### config.mk
export PLATFORM = sky130hd
export DESIGN_NAME = if_fetch_queue
export DESIGN_NICKNAME = d
export VERILOG_FILES = /design/src/rtl/riscv_pkg.sv /design/src/rtl/fetch_fifo.sv /design/src/rtl/if_fetch_queue.sv
export SDC_FILE = /design/constraint.sdc
export NUM_CORES = 1
export LEC_CHECK = 0
export ABC_AREA = 1
export BUFFER_PORTS_ARGS = -buffer_cell sky130_fd_sc_hd__buf_2
export CAP_MARGIN = 20
export CORE_MARGIN = 8
export CORE_UTILIZATION = 37
export DETAILED_ROUTE_END_ITERATION = 12
export HOLD_SLACK_MARGIN = 0.1
export PLACE_DENSITY = 0.54
export RECOVER_POWER = 25
export SYNTH_ARGS = -nofsm -noshare
export SYNTH_HDL_FRONTEND = slang
export SYNTH_HIERARCHICAL = 1
export SYNTH_SLANG_ARGS = --single-unit
### constraint.sdc
create_clock -name clk -period 7.9 [get_ports clk]
set_input_delay 0.79 -clock clk [delete_from_list [all_inputs] [get_ports clk]]
set_output_delay 0.79 -clock clk [all_outputs]
set_load 0.01 [all_outputs]
### src/rtl/riscv_pkg.sv
// rtl/riscv_pkg.sv - shared RV32I core constants and fetch entry type
package riscv_pkg;

  localparam int          XLEN_DEFAULT     = 32;
  localparam logic [31:0] RESET_PC_DEFAULT = 32'h0000_0000;
  localparam logic [31:0] INST_NOP         = 32'h0000_0013;

  typedef struct packed {
    logic [XLEN_DEFAULT-1:0] pc;
    logic [XLEN_DEFAULT-1:0] inst;
  } fetch_entry_t;

endpackage

### src/rtl/fetch_fifo.sv
// rtl/fetch_fifo.sv - synchronous FIFO holding fetched {pc, inst} entries
// Ports:
//   clk, rst       clock, asynchronous active-low reset
//   push, pop      write tail / retire head (caller guarantees legality)
//   flush          empties the queue, overrides push and pop
//   wdata, rdata   entry in / head entry out (zero when empty)
//   count          occupied entries
module fetch_fifo #(
  parameter int WIDTH = 64,
  parameter int DEPTH = 4
) (
  input  logic                       clk,
  input  logic                       rst,
  input  logic                       push,
  input  logic                       pop,
  input  logic                       flush,
  input  logic [WIDTH-1:0]           wdata,
  output logic [WIDTH-1:0]           rdata,
  output logic [$clog2(DEPTH):0]     count
);

  localparam int AW = $clog2(DEPTH);

  logic [WIDTH-1:0] mem [DEPTH];
  logic [AW-1:0]    wr_ptr;
  logic [AW-1:0]    rd_ptr;
  logic [AW:0]      count_q;

  // DEPTH is a power of two, so pointer overflow is the modulo-DEPTH wrap.
  always_ff @(posedge clk or negedge rst) begin
    if (!rst) begin
      wr_ptr  <= '0;
      rd_ptr  <= '0;
      count_q <= '0;
    end else if (flush) begin
      wr_ptr  <= '0;
      rd_ptr  <= '0;
      count_q <= '0;
    end else begin
      if (push) wr_ptr <= wr_ptr + 1'b1;
      if (pop)  rd_ptr <= rd_ptr + 1'b1;
      count_q <= count_q + {{AW{1'b0}}, push} - {{AW{1'b0}}, pop};
    end
  end

  always_ff @(posedge clk) begin
    if (push && !flush) mem[wr_ptr] <= wdata;
  end

  assign rdata = (count_q == '0) ? '0 : mem[rd_ptr];
  assign count = count_q;

endmodule

### src/rtl/if_fetch_queue.sv
// rtl/if_fetch_queue.sv - instruction fetch stage with PC, redirect and fetch queue
// Ports:
//   clk, rst                   clock, asynchronous active-low reset
//   fetch_en                   allows a fetch this cycle
//   imem_addr, imem_rdata      combinational instruction memory word port
//   redirect_valid/_pc         flush queue and retarget pc
//   id_valid/_ready            head handshake to decode
//   id_inst, id_pc, id_pc4     head entry (zero when empty)
//   q_count                    occupied queue entries
//   misalign_err               sticky: a redirect target had pc[1:0] != 0
module if_fetch_queue
  import riscv_pkg::*;
#(
  parameter int               XLEN     = XLEN_DEFAULT,
  parameter int               DEPTH    = 4,
  parameter int               IMEM_AW  = 6,
  parameter logic [XLEN-1:0]  RESET_PC = XLEN'(RESET_PC_DEFAULT)
) (
  input  logic                       clk,
  input  logic                       rst,
  input  logic                       fetch_en,
  output logic [IMEM_AW-1:0]         imem_addr,
  input  logic [XLEN-1:0]            imem_rdata,
  input  logic                       redirect_valid,
  input  logic [XLEN-1:0]            redirect_pc,
  output logic                       id_valid,
  input  logic                       id_ready,
  output logic [XLEN-1:0]            id_inst,
  output logic [XLEN-1:0]            id_pc,
  output logic [XLEN-1:0]            id_pc4,
  output logic [$clog2(DEPTH):0]     q_count,
  output logic                       misalign_err
);

  localparam int CW = $clog2(DEPTH) + 1;

  logic [XLEN-1:0]   pc;
  logic              push;
  logic              pop;
  logic              full;
  logic [2*XLEN-1:0] head;

  assign imem_addr = pc[IMEM_AW+1:2];

  // id_valid comes from the registered count only, never from id_ready.
  assign id_valid = (q_count != '0);
  assign pop      = id_valid & id_ready;
  assign full     = (q_count == CW'(DEPTH));
  // A pop frees the slot in the same cycle, so a full queue still accepts.
  assign push     = fetch_en & ~redirect_valid & (~full | pop);

  always_ff @(posedge clk or negedge rst) begin
    if (!rst) begin
      pc <= RESET_PC;
    end else if (redirect_valid) begin
      pc <= {redirect_pc[XLEN-1:2], 2'b00};
    end else if (push) begin
      pc <= pc + XLEN'(4);
    end
  end

  always_ff @(posedge clk or negedge rst) begin
    if (!rst) begin
      misalign_err <= 1'b0;
    end else if (redirect_valid && (redirect_pc[1:0] != 2'b00)) begin
      misalign_err <= 1'b1;
    end
  end

  fetch_fifo #(
    .WIDTH (2*XLEN),
    .DEPTH (DEPTH)
  ) u_fifo (
    .clk   (clk),
    .rst   (rst),
    .push  (push),
    .pop   (pop),
    .flush (redirect_valid),
    .wdata ({pc, imem_rdata}),
    .rdata (head),
    .count (q_count)
  );

  assign id_pc   = head[2*XLEN-1:XLEN];
  assign id_inst = head[XLEN-1:0];
  assign id_pc4  = id_valid ? id_pc + XLEN'(4) : '0;

endmodule

==> reports/qor.yml <==
clkLatencyLatePin_ps: 520
synth_area_um2: 14580
io_buffers: 175
gp_routability_congestion: 0.8799
timing.critical_path.required_ps: 7110
utilization: 0.4363
fin_skew_ps: 20.56
tritoncts: "built"
yosys.cell_count.top_type: "nand2_1"
drv.max_cap_violation_count: 0
post-place-ws_ps: 3082
synth_cells: 1658
drtAntennaViolNets: 0
numCtsBuffers: 35
maxSlewHeadroom: 0.2847
number_of_instances_resized_during_post_cts_repair: 0
post_cts_clock_slew_at_the_launch_and_capture_registers_of_the_worst_setup_and_hold_paths_ps: 60
timing.final.max_slew_violations: 0
synth.area.top_cells: "edfxtp_1 53%, nand2_1 13%, inv_1 8.7%, nand3_1 6.8%, dfrtp_1 6.5%"
antenna_violations_before_repair: 0
antenna_cells: 0
ys_async_sr_fraction: 0.1293
total_grt_overflow: 0
ctsHtreeMaxLevel: 2
static_power_due_to_leakage_nw: 7.564
postSynth.topFlopCell: "edfxtp_1"
final-hold-violation-count: 0
tritoncts_num_sinks: 294
ys_seq_elements: 294
floorplan.initialDensity: 0.3765
number_of_global_route_vias_before_repair: 10730
top_fanout_value_on_the_critical_path: 65
clock_path_buffers: 3
fp.coreArea_um2: 38740
hold_fix_buffers_at_cts: 0
area_growth_pct: 15.91
drt-initial-drc-count: 686
dieWidth_um: 214.5
yosysSeqAreaShare: 0.5924
timing.setup.critical_path_class: "reg2out"
grt_start_max_net_pins: 73
die_y_um: 214.5
final-setup-viol-count: 0
max_freq_ghz: 0.1902
yosysWarningCount: 6
arrival_time_of_the_worst_setup_path_ps: 4470
synthDistinctLibCells: 31
grt_use_total: 0.1680
final_layout_size_suffix_gt1_frac: 0.1299
tightestPinTransition_ps: 1073
status: "complete, no violations"
drc_errors: 0
final.period_utilization: 0.6656
post-dp-hpwl_um: 24880
global_route_wire_length_before_repair_um: 61690
area_of_the_die_um2: 46020
detail_route.first_pass.iterations: 5
vdd.ir_drop.worst_v: 0.0001207
post-cts-setup-buffer-count: 0
ios: 176
core.rowCount: 72
drt_wl_total_um: 39350
critical_path.startpoint_type: "flop"
power.density_cell_area_nw_per_um2: 311.9
count_of_flip_flops_with_a_built_in_enable_after_synthesis: 256
min_setup_slack_post_route_ps: 2642
vias_per_cell: 4.658
routed_wire_length_per_instance_um: 16.63
root_buffer: "clkbuf_16"
vias: 11020
fin_crit_ps: 5258
ys_top_cells_by_count: "487 x nand2_1, 337 x inv_1, 256 x edfxtp_1, 197 x nand3_1, 107 x nor2_1"
hold_class: "in2async"
rsz0062_at_grt: "no"
synth_top_cell_by_area: "edfxtp_1"
per_instance_average_area_after_synthesis_um2: 8.795
layout.nets: 1900
netlist.area_leader.share: 0.5272
fin_setup_tns_ps: 0
setup.worst_path.end_class: "output pin"
[per-layer routing]
metal | GRT usage | vias to the layer above | part of all wire
met1 | 0.2304 | 5164 | 0.46
li1 | - | 5539 | -
met4 | 0.03748 | 0 | 0.015
met5 | 0 | - | 0
met3 | 0.02609 | 43 | 0.052
met2 | 0.2777 | 275 | 0.47
[registers in the layout, indices dropped and copies added, names as in the netlist]
register,flops
u_fifo/mem,256
pc,30
u_fifo/count,3
u_fifo/rd_ptr,2
u_fifo/wr_ptr,2
misalign_err,1
[critical path: stages (launching register included)]
cell      delay, ps
dfrtp_2         330
buf_4           710
clkinv_2        820
buf_4           530
nand3_1         160
a21oi_1         140
ha_1            290
nand2_1         130
inv_1           120
nand2_1         120
nor2_1          120
nand3_1         100
nand2_1         130
nor2_1          100
buf_2           140
[through the flow]
stage	hold WS (ps)	std cells	power, mW	area [um2]
3_5_place_dp	460.2	2303	3.825	15860
5_1_grt	483.1	2366	5.586	16900
2_1_floorplan	494.4	1665	3.004	14610
6_report	411.7	2366	5.273	16900
3_3_place_gp	455.5	2303	3.819	15860
4_1_cts	441.1	2366	5.352	16940
[power breakdown]
part	total, mW	switching (mW)	internal [mW]
registers	1.90	0.129	1.78
logic	1.86	1.31	0.553
clock network	1.51	0.609	0.900
total	5.27	2.04	3.23
[cells in the final DEF, fill, tap and decap left out, drive strengths merged]
| cell type | n |
|---|---|
| clkbuf | 75 |
| nand3 | 198 |
| xor2 | 3 |
| and3 | 1 |
| or2 | 3 |
| o21bai | 10 |
| nand4 | 3 |
| edfxtp | 256 |
| nor3 | 1 |
| o21ai | 28 |
| dfrtp | 38 |
| buf | 154 |
| inv | 340 |
| xnor2 | 4 |
| bufinv | 2 |
| nand2 | 494 |
| o211ai | 3 |
| ha | 8 |
| fa | 1 |
| conb | 8 |
| a31oi | 1 |
| nor2 | 124 |
| and2 | 2 |
| clkinv | 19 |
| a21oi | 72 |
[cell type report]
cell class | instances | area, um2
inverters | 341 | 1282
repair buffers | 186 | 918.4
flip-flops and latches | 294 | 8643
clock buffers | 43 | 927.1
well taps | 518 | 648.1
multi-input cells | 964 | 4330
fillers | 3845 | 21830
clock inverters | 20 | 152.6
[cells by family (layout without fill, tap and decap cells)]
group / Yosys count / count (layout) / synth area share
AO/OA/AOI/OAI: 114 / 114 / 0.04144
XOR/XNOR: 7 / 7 / 0.004204
adder cells (fa/ha/maj): 9 / 9 / 0.008237
buffers and inverters: 407 / 590 / 0.1151
flip-flops: 294 / 294 / 0.5924
other: 1 / 8 / 0.0002572
AND/OR/NAND/NOR: 826 / 826 / 0.2384
[path summary, 6_finish.rpt]
kind / slack [ps] / to / from / cells after the start
worst max-delay path: 2640 / id_pc4[30] / u_fifo/rd_ptr[1]$_DFFE_PN0P_ / 14
worst min-delay path: 410 / pc[8]$_DFFE_PN0P_ / rst / 1
worst max register to register: 4410 / u_fifo/mem[1][43]$_DFFE_PP_ / u_fifo/count[1]$_DFF_PN0_ / 7
worst min register to register: 470 / misalign_err$_DFFE_PN0P_ / misalign_err$_DFFE_PN0P_ / 1
max in group asynchronous: 6770 / u_fifo/rd_ptr[0]$_DFFE_PN0P_ / rst / 1
min in group clk: 470 / misalign_err$_DFFE_PN0P_ / misalign_err$_DFFE_PN0P_ / 1
Note: power is estimated with default switching activity, not from simulation.
